[config.mk]
export PLATFORM = sky130hd
export DESIGN_NAME = sync_frame_tx
export DESIGN_NICKNAME = d
export VERILOG_FILES = /design/src/rtl/sync_frame_tx.sv
export SDC_FILE = /design/constraint.sdc
export NUM_CORES = 1
export LEC_CHECK = 0
export ABC_AREA = 1
export ABC_CLOCK_PERIOD_IN_PS = 1500
export CAP_MARGIN = 20
export CORE_MARGIN = 4
export CORE_UTILIZATION = 47
export DETAILED_ROUTE_END_ITERATION = 16
export PLACE_DENSITY_LB_ADDON = 0.08
export RECOVER_POWER = 50
export SYNTH_ARGS = -nofsm -noshare
export SYNTH_HDL_FRONTEND = slang
export SYNTH_SLANG_ARGS = --single-unit
[constraint.sdc]
create_clock -name clk -period 1.5 [get_ports clk]
set_input_delay 0.15 -clock clk [delete_from_list [all_inputs] [get_ports clk]]
set_output_delay 0.15 -clock clk [all_outputs]
set_load 0.005 [all_outputs]
[src/rtl/sync_frame_tx.sv]
// Serial frame transmitter: sync marker 1,0,1, then a WIDTH-bit payload MSB-first,
// then GAP_BITS idle zeros. The word is taken through a valid/ready handshake in IDLE.
//
// state | meaning
// IDLE  | waiting for a word; data_ready high
// SYNC  | driving marker bits 1,0,1
// DATA  | driving the payload, MSB first
// GAP   | driving idle zeros between frames
module sync_frame_tx #(
    parameter int WIDTH    = 8,
    parameter int GAP_BITS = 2
) (
    input  logic             clk,
    input  logic             rst,
    input  logic [WIDTH-1:0] data_in,
    input  logic             data_valid,
    output logic             data_ready,
    output logic             output_bit,
    output logic             bit_valid,
    output logic [1:0]       state
);

    localparam int MAXC = (WIDTH > 3) ? ((WIDTH > GAP_BITS) ? WIDTH : GAP_BITS)
                                      : ((GAP_BITS > 3) ? GAP_BITS : 3);
    localparam int CW = $clog2(MAXC + 1);

    localparam logic [CW-1:0] SYNC_LAST = CW'(2);
    localparam logic [CW-1:0] DATA_LAST = CW'(WIDTH - 1);
    localparam logic [CW-1:0] GAP_LAST  = CW'((GAP_BITS > 0) ? GAP_BITS - 1 : 0);

    typedef enum logic [1:0] {
        IDLE = 2'd0,
        SYNC = 2'd1,
        DATA = 2'd2,
        GAP  = 2'd3
    } state_t;

    state_t           state_q, state_d;
    logic [WIDTH-1:0] shreg_q, shreg_d;
    logic [CW-1:0]    cnt_q, cnt_d;
    logic             bit_q, bit_d;
    logic             valid_q, valid_d;

    // Outputs are computed for the cycle being entered so they stay aligned with state.
    always_comb begin
        state_d = state_q;
        shreg_d = shreg_q;
        cnt_d   = cnt_q;
        bit_d   = 1'b0;
        valid_d = 1'b0;
        case (state_q)
            IDLE: begin
                if (data_valid) begin
                    state_d = SYNC;
                    shreg_d = data_in;
                    cnt_d   = '0;
                    bit_d   = 1'b1;
                    valid_d = 1'b1;
                end
            end
            SYNC: begin
                valid_d = 1'b1;
                if (cnt_q == SYNC_LAST) begin
                    state_d = DATA;
                    cnt_d   = '0;
                    bit_d   = shreg_q[WIDTH-1];
                    shreg_d = shreg_q << 1;
                end else begin
                    cnt_d = cnt_q + CW'(1);
                    bit_d = (cnt_q == CW'(1));
                end
            end
            DATA: begin
                if (cnt_q == DATA_LAST) begin
                    cnt_d = '0;
                    if (GAP_BITS > 0) state_d = GAP;
                    else              state_d = IDLE;
                end else begin
                    cnt_d   = cnt_q + CW'(1);
                    bit_d   = shreg_q[WIDTH-1];
                    valid_d = 1'b1;
                    shreg_d = shreg_q << 1;
                end
            end
            GAP: begin
                if (cnt_q == GAP_LAST) begin
                    state_d = IDLE;
                    cnt_d   = '0;
                end else begin
                    cnt_d = cnt_q + CW'(1);
                end
            end
            default: state_d = IDLE;
        endcase
    end

    always_ff @(posedge clk or posedge rst) begin
        if (rst) begin
            state_q <= IDLE;
            shreg_q <= '0;
            cnt_q   <= '0;
            bit_q   <= 1'b0;
            valid_q <= 1'b0;
        end else begin
            state_q <= state_d;
            shreg_q <= shreg_d;
            cnt_q   <= cnt_d;
            bit_q   <= bit_d;
            valid_q <= valid_d;
        end
    end

    assign data_ready = !rst && (state_q == IDLE);
    assign output_bit = bit_q;
    assign bit_valid  = valid_q;
    assign state      = state_q;

endmodule
==> flow_summary.yaml, run 1 <==
cells_and_area:
  final_common_cell: "nand2_1"
  syn_to_final_growth_pct: 40.1
  final_layout_size_suffix_gt1_share_pct: 32.2
  final_cell_mix: "nand2_1 (28), dfrtp_1 (16), buf_4 (16)"
  fillers: 152
  final_util_pct: 71.2
  nets: 173
  diodes: 0
setup_path:
  max_stage_delay_ns: 0.40
  critPathLaunchType: "flip-flop"
  cp_top_family: "flip-flops"
  worstPathArrival_ns: 1.61
  crit_path_frequent_cell: "buf_4"
  crit_buf_inv: 2
  cp.required_ns: 1.68
  crit_path_max_fanout: 5
  crit_type: "flip-flop to flip-flop"
  slowest_stage: "dfrtp_1"
  path_cells: "buf_4, ha_1, nor2_4, o211ai_4, buf_4, nand2_1, o21ai_2"
  critPathCaptureType: "flip-flop"
die:
  core_area_um2: 2000
  die_h_um: 54.5
  io_pins: 16
  num_rows: 16
  start_util_pct: 50.8
  die_w_um: 54.5
  die_area_um2: 2970
global_routing:
  grt_max_degree: 17
  grt-ovfl-total: 0
  antenna_found_initial: 0
  groute.usage.overall_pct: 15.6
  grt_pass1_wl_mm: 3.22
  grt_pass1_vias: 788
detailed_routing:
  antenna_left: 0
  drc: 0
  firstDrtPassIters: 4
  wl_per_cell_um: 12.4
  viasPerCell: 5.04
  first_iter_violations: 22
  routed_wl_mm: 2.22
  dr_total_vias: 903
sta:
  setup_violations: 0
  whs_ns: 0.416
  fin_crit_ns: 1.43
  drv_slew: 0
  timing.fmax_ghz: 0.701
  fin_worst_skew_ns: 0.00840
  slew_headroom_pct: 41.7
  hold_viol_final: 0
  tns_ns: 0
  final.period_utilization_pct: 95.1
  worstMarginPinSlew_ns: 0.874
yosys:
  synth-compound-area-share_pct: 12.9
  yosys.area_share.simple_pct: 21.4
  synthDistinctLibCells: 19
  avgSynthCellArea_um2: 8.85
  yosys_warnings: 0
  seq_area_frac_synth_pct: 39.4
  synth-xor-area-share_pct: 0.861
  synth_nets: 135
  synth_top_family_by_area: "simple AND/OR/NAND/NOR gates"
  synthCells: 115
  synthMuxAreaShare_pct: 6.89
  synth_fa_ha_area_share_pct: 11.1
  ys_ff_latch: 16
  syn_area_um2: 1020
power_and_ir_drop:
  internal_power_mw: 1.89
  combPwrFrac_pct: 68.6
  switching_power_mw: 1.38
  clockPowerShare_pct: 9.0
  power_frac_seq_pct: 22.5
  sw_frac_of_total_pct: 42.2
  leakage_nw: 0.723
  power_density_nw_per_um2: 2300
  peakVddDrop_uv: 1280
clocking:
  clock_latency_ns: 0.29
  clockRootBuffer: "clkbuf_4"
  cts.sinks: 16
  ctsHoldBuffers: 0
  path_clk_slew_ns: 0.10
  cts_buffers: 3
  clockBufferDepth: 2
  cts_tree: "done"
  h-tree-depth: 1
min_path:
  hold_class: "primary input to flip-flop"
place:
  port_buffers: 15
  dp_hpwl_mm: 1.61
  routabilityCongestion: 0.798
run_status:
  status: "complete, no violations"
run:
  cap_viol_max_count: 0
[logic make-up after synthesis]
family | count (synthesis)
compound gates | 17
fa+ha+maj | 9
xor+xnor | 1
mux | 7
buf+inv | 16
flops | 16
simple gates | 49
[power by group through the flow]
| stage | sequential (mW) | clock, mW | combinational [mW] |
|---|---|---|---|
| after CTS | 0.738 | 0.300 | 2.10 |
| after global placement | 0.743 | 0 | 1.88 |
| after detailed placement | 0.752 | 0 | 1.94 |
| final | 0.736 | 0.294 | 2.25 |
| after global routing | 0.754 | 0.317 | 2.46 |
| after floorplan | 0.754 | 0 | 1.31 |
[timing repair]
action | CTS | global route
pin swaps | 1 | 3
cloned | 0 | 0
buffers inserted | 3 | 2
endpoints found under the setup margin | 9 | 14
resized for setup | 4 | 13
[worst paths after layout]
path / startpoint / end / slack (ns) / depth (start not counted)
hold reg to reg: shreg_q[3] / shreg_q[3] / 0.49 / 2
setup / recovery: state[0] / shreg_q[6] / 0.07 / 7
setup reg to reg: state[0] / shreg_q[6] / 0.07 / 7
max in group asynchronous: rst / shreg_q[4] / 0.40 / 3
hold / removal: data_in[0] / shreg_q[0] / 0.42 / 3
min in group asynchronous: rst / output_bit / 0.56 / 3
[per-layer routing]
metal / track usage, % / share of wire (%) / up-vias
li1: - / - / 442
met1: 17.8 / 42 / 431
met2: 27.3 / 52 / 25
met3: 3.27 / 4.5 / 5
met4: 7.47 / 1.5 / 0
met5: 0 / 0 / -
[cell type report]
| type | count | area (um2) | area share, % |
|---|---|---|---|
| multi-input cells | 83 | 581 | 40.7 |
| clock buffers | 4 | 36.3 | 2.55 |
| inverters | 14 | 52.6 | 3.69 |
| flip-flops and latches | 16 | 400 | 28.1 |
| repair buffers | 35 | 322 | 22.6 |
| well taps | 27 | 33.8 | 2.37 |
[per-stage QoR]
step | setup WS, ns | instance area, um2 | cells | power (mW)
after global routing | -0.0107 | 1430 | 179 | 3.53
after global placement | 0.0331 | 1310 | 170 | 2.62
after floorplan | 0.00452 | 1020 | 115 | 2.07
final | 0.0730 | 1430 | 179 | 3.28
after CTS | 0.0129 | 1380 | 177 | 3.13
after detailed placement | -0.0658 | 1310 | 170 | 2.69
[Yosys cell counts (all sizes together)]
library cell / n / area share, %
buf: 1 / 2.0
nand4: 1 / 0.62
nor2: 7 / 3.1
xor2: 1 / 0.86
o21ai: 10 / 7.9
nand3: 7 / 3.9
inv: 14 / 5.2
a21oi: 6 / 3.0
dfrtp: 16 / 39
ha: 9 / 11
mux2i: 7 / 6.9
nand2: 32 / 13
clkbuf: 1 / 0.37
or2: 2 / 1.2
o211ai: 1 / 2.1
[registers in the layout, indices dropped and copies added, names as in the netlist]
name and count:
bit_valid 1, output_bit 1, shreg_q 8, cnt_q 4
state 2
[worst min-delay path, cell delays in order]
cell and delay (ns):
clkdlybuf4s50_1 0.39, nand2_1 0.08, o21ai_2 0.06
No activity file was read; power rests on OpenSTA's default activity.
==> inputs of run 2 (changes only) <==
ABC_AREA = unset   (was 1)
HOLD_SLACK_MARGIN = 0.05   (was unset)
SLEW_MARGIN = 20   (was unset)
==> flow_summary.yaml, run 2 <==
min_path:
  hold_class: "flip-flop to flip-flop"
cells_and_area:
  syn_to_final_growth_pct: 68.1
  stdcell_count: 175
  diodes: 0
  nets: 169
  top_register: "shreg_q"
  final_layout_size_suffix_gt1_share_pct: 62.2
  fillers: 99
  final_cell_mix: "buf_4 (28), dfrtp_1 (14), clkdlybuf4s50_1 (11)"
  final_common_cell: "buf_4"
  largest_reg_flops: 8
die:
  num_rows: 16
  die_h_um: 55.1
  die_w_um: 55.1
  core_area_um2: 2040
  io_pins: 16
  die_area_um2: 3030
  start_util_pct: 51.0
global_routing:
  antenna_found_initial: 0
  grt.met2_usage_pct: 43.7
  grt_busiest_layer: "met2"
  grt_pass1_vias: 989
  grt-ovfl-total: 0
  groute.usage.overall_pct: 22.9
  grt_max_degree: 17
  grt_pass1_wl_mm: 4.71
  use_met3_pct: 3.75
  grtUsageMet1_pct: 25.3
yosys:
  seq_area_frac_synth_pct: 38.4
  avgSynthCellArea_um2: 11.2
  synthTopCellsByArea: "dfrtp_1 (38%), mux2_4 (12%), ha_1 (11%), mux2_2 (11%), buf_6 (2.2%)"
  synthCells: 93
  synthFlopType: "dfrtp_1"
  synth-edff-count: 0
  yosysMostFrequentCell: "dfrtp_1"
  synthArstFlopShare_pct: 100
  yosysTopAreaCell: "dfrtp_1"
  synth.top_cells.by_count: "dfrtp_1 (16), mux2_2 (10), ha_1 (9)"
  syn_area_um2: 1040
  synth_nets: 113
  yosys_warnings: 0
  synthDistinctLibCells: 30
  ys_ff_latch: 16
  synth.top_cell.area_share_pct: 38.4
detailed_routing:
  routed_wl_mm: 3.47
  dr_total_vias: 1020
  viasPerCell: 5.83
  drc: 0
  first_iter_violations: 32
  antenna_left: 0
  firstDrtPassIters: 4
  wl_per_cell_um: 19.8
place:
  routabilityCongestion: 0.843
  port_buffers: 15
  dp_slack_ns: -0.270
  dp_cells: 158
  dp_hpwl_mm: 2.00
power_and_ir_drop:
  power_density_nw_per_um2: 2460
  peakVddDrop_uv: 1900
  power_mw: 4.31
  leakage_nw: 0.808
clocking:
  h-tree-depth: 1
  cts.sinks: 16
  cts_tree: "done"
  clock_latency_ns: 0.30
  clockBufferDepth: 2
  clockRootBuffer: "clkbuf_4"
  path_clk_slew_ns: 0.11
  cts_buffers: 3
  ctsHoldBuffers: 0
sta:
  timing.fmax_ghz: 0.568
  setup_violations: 16
  slew_headroom_pct: 38.6
  tns_ns: -2.94
  drv_slew: 0
  fin_crit_ns: 1.76
  hold_viol_final: 0
  final.period_utilization_pct: 117
  rsz0062_at_grt: "true"
  fin_worst_skew_ns: 0.00338
  worst_slack_ns: -0.262
  worstMarginPinSlew_ns: 0.920
  whs_ns: 0.534
setup_path:
  worstPathArrival_ns: 1.95
  critPathCaptureType: "flip-flop"
  cp.required_ns: 1.69
  crit_type: "flip-flop to flip-flop"
  critPathLaunchType: "flip-flop"
  crit_path_max_fanout: 8
run:
  cap_viol_max_count: 0
run_status:
  status: "finished with violations"
  violations: "negative setup slack"
==> run 2: changes by cell type after synthesis, moves of 7 or more <==
cell,delta
mux2_4,+8
inv_1,-8
mux2i_1,-7
mux2_2,+10
o21ai_2,-8
nand2_1,-24
==> run 2: critical path: stages (launching register included) <==
cell and delay (ns):
dfrtp_1 0.42, ha_2 0.19, and3b_1 0.20, a2111o_1 0.38
buf_6 0.16, mux2_4 0.30
==> run 2: what timing repair did <==
item | 4_1_cts | 5_1_grt
setup endpoints to repair | 17 | 18
gates resized for setup | 30 | 16
gates cloned | 0 | 0
pin swaps | 9 | 7
setup buffers | 7 | 6
==> run 2: final timing paths <==
kind	end	start	slack [ns]	cells after the start
worst min register to register	shreg_q[1]	shreg_q[1]	0.53	1
worst max register to register	shreg_q[3]	cnt_q[1]	-0.26	5
min in group asynchronous	state[1]	rst	0.59	3
worst min-delay path	shreg_q[1]	shreg_q[1]	0.53	1
worst max-delay path	shreg_q[3]	cnt_q[1]	-0.26	5
max in group asynchronous	state[0]	rst	0.29	3
==> run 2: cell families (layout without fill, tap and decap cells) <==
group	count (synthesis)	after routing	synth area share (%)
AND/OR/NAND/NOR	23	23	11.8
AO/OA/AOI/OAI	18	18	12.0
multiplexers	18	18	22.3
flip-flops	16	16	38.4
adder cells (fa/ha/maj)	9	9	10.8
buffers and inverters	9	64	4.68
==> run 2: layout make-up <==
type	count	area, um2	area share, %
Multi-Input combinational cell	68	776	44.3
Timing Repair Buffer	54	473	27.0
Sequential cell	16	403	23.0
Clock buffer	4	36.3	2.07
Tap cell	27	33.8	1.93
Inverter	6	30.0	1.71
==> run 2: power by group <==
part	internal, mW	switching (mW)
Combinational	1.87	1.34
Clock	0.148	0.157
Sequential	0.644	0.151
Total	2.66	1.65
==> run 2: per-stage QoR <==
step | utilization, % | area [um2]
final | 85.8 | 1750
after global routing | 85.8 | 1750
after CTS | 81.3 | 1660
after detailed placement | 71.1 | 1450
after global placement | 71.1 | 1450
after floorplan | - | 1100
==> run 2: per-layer routing <==
| metal | part of all wire, % | wire (um) | vias up |
|---|---|---|---|
| met5 | 0 | 0 | - |
| met4 | 3.2 | 112 | 0 |
| met3 | 5.2 | 180 | 13 |
| met2 | 51 | 1780 | 50 |
| met1 | 40 | 1400 | 513 |
| li1 | - | - | 444 |
==> inputs of run 3 (changes only) <==
ABC_CLOCK_PERIOD_IN_PS = 1800   (was 1500)
CORE_UTILIZATION = 50   (was 47)
clock period = 1.8 ns   (was 1.5 ns; I/O delays follow)
==> flow_summary.yaml, run 3 (synthesis results as in run 2) <==
run:
  cap_viol_max_count: 0
power_and_ir_drop:
  peakVddDrop_uv: 1270
  combPwrFrac_pct: 69.4
  switching_power_mw: 1.02
  sw_frac_of_total_pct: 35.7
  leakage_nw: 0.661
  clockPowerShare_pct: 8.5
  power_density_nw_per_um2: 1930
  internal_power_mw: 1.84
  power_frac_seq_pct: 22.1
  power_mw: 2.86
detailed_routing:
  firstDrtPassIters: 4
  wl_per_cell_um: 14.8
  dr_total_vias: 843
  routed_wl_mm: 2.30
  first_iter_violations: 30
  drc: 0
  viasPerCell: 5.44
  antenna_left: 0
setup_path:
  cp.required_ns: 1.97
  reg2reg_to: "shreg_q[4]"
  crit_type: "flip-flop to flip-flop"
  r2r_slack_ns: 0.009
  crit_start: "state[0]"
  crit_end: "shreg_q[4]"
  r2r-start: "state[0]"
  reg2regPathDepth: 6
  worstPathArrival_ns: 1.96
  critPathLaunchType: "flip-flop"
  crit_path_max_fanout: 8
  critPathCaptureType: "flip-flop"
cells_and_area:
  final_layout_size_suffix_gt1_share_pct: 43.8
  syn_to_final_growth_pct: 42.5
  final_common_cell: "dfrtp_1"
  top_register: "shreg_q"
  diodes: 0
  final_cell_mix: "dfrtp_1 (16), clkdlybuf4s50_1 (13), buf_4 (13)"
  fillers: 158
  largest_reg_flops: 8
  nets: 149
place:
  routabilityCongestion: 0.855
  port_buffers: 15
  dp_hpwl_mm: 1.69
sta:
  drv_slew: 0
  hold_viol_final: 0
  rsz0062_at_grt: "true"
  timing.fmax_ghz: 0.558
  fin_crit_ns: 1.79
  tns_ns: 0
  fin_worst_skew_ns: 0.0113
  slew_headroom_pct: 56.8
  worstMarginPinSlew_ns: 0.647
  final.period_utilization_pct: 99.5
  setup_violations: 0
die:
  die_h_um: 53.7
  io_pins: 16
  start_util_pct: 53.1
  die_w_um: 53.7
  num_rows: 16
  core_area_um2: 1960
  die_area_um2: 2880
clocking:
  ctsHoldBuffers: 0
  path_clk_slew_ns: 0.11
  clockBufferDepth: 2
  clock_latency_ns: 0.29
  cts_buffers: 3
  cts_tree: "done"
  h-tree-depth: 1
  clockRootBuffer: "clkbuf_4"
  cts.sinks: 16
global_routing:
  grt_pass1_vias: 826
  grt-ovfl-total: 0
  antenna_found_initial: 0
  groute.usage.overall_pct: 18.3
  grt_max_degree: 17
  grt_pass1_wl_mm: 3.77
min_path:
  hold_class: "primary input to async pin"
run_status:
  status: "complete, no violations"
==> run 3: cell types whose count changed in the layout (fill, tap and decap cells not counted), sizes merged <==
| cell | change |
|---|---|
| clkdlybuf4s50 | +2 |
| clkbuf | -1 |
| dlymetal6s2s | -1 |
| buf | -20 |
==> run 3: per-layer routing <==
layer | part of all wire [%] | global-route usage (%) | up-vias
li1 | - | - | 406
met1 | 46 | 25.5 | 409
met2 | 47 | 28.8 | 26
met3 | 6.2 | 4.16 | 2
met4 | 0.35 | 3.83 | 0
met5 | 0 | 0 | -
==> run 3: stage by stage <==
step	std cells	worst slack [ns]	util, %	cell area, um2	hold WS [ns]
2_1_floorplan	93	0.0227	-	1050	0.0937
3_3_place_gp	146	0.00968	66.9	1310	0.493
3_5_place_dp	146	-0.0225	66.9	1310	0.491
4_1_cts	154	-0.0459	70.4	1380	0.309
5_1_grt	155	-0.0616	75.7	1490	0.455
6_report	155	0.00928	75.7	1490	0.425
==> run 3: what timing repair did <==
item | in CTS | in global routing
endpoints found under the setup margin | 9 | 13
resized for setup | 3 | 20
setup buffers | 4 | 1
cloned | 0 | 0
endpoints found under the hold margin | 0 | 0
pin swaps | 1 | 4
==> run 3: worst min-delay path by stage <==
| stage | from | endpoint | slack [ns] | cells past startpoint |
|---|---|---|---|---|
| after floorplan | rst | bit_valid | 0.09 | 1 |
| after global placement | shreg_q[1] | shreg_q[1] | 0.49 | 1 |
| after detailed placement | shreg_q[1] | shreg_q[1] | 0.49 | 1 |
| after CTS | rst | shreg_q[2] | 0.31 | 2 |
| after global routing | rst | state[0] | 0.46 | 2 |
| final | rst | shreg_q[2] | 0.42 | 2 |
==> run 3: power groups by stage <==
| stage | combinational (mW) | sequential, mW | clock, mW |
|---|---|---|---|
| finish | 1.99 | 0.634 | 0.243 |
| global route | 2.16 | 0.656 | 0.267 |
| CTS | 1.76 | 0.623 | 0.249 |
| detailed placement | 1.67 | 0.640 | 0 |
| global placement | 1.63 | 0.634 | 0 |
| floorplan | 1.19 | 0.630 | 0 |
==> run 3: worst max-delay path: stages (launching register included) <==
cell and delay [ns]:
dfrtp_1 0.43, buf_6 0.14, buf_6 0.11, ha_4 0.15, a2111o_1 0.39, buf_6 0.16, mux2_4 0.29
==> run 3: area by class of cell <==
cell class	count	area (um2)	share of cell area, %
inverters	6	25.0	1.68
flip-flops and latches	16	400	27.0
multi-input cells	68	676	45.5
clock buffers	4	36.3	2.44
repair buffers	34	314	21.1
well taps	27	33.8	2.27
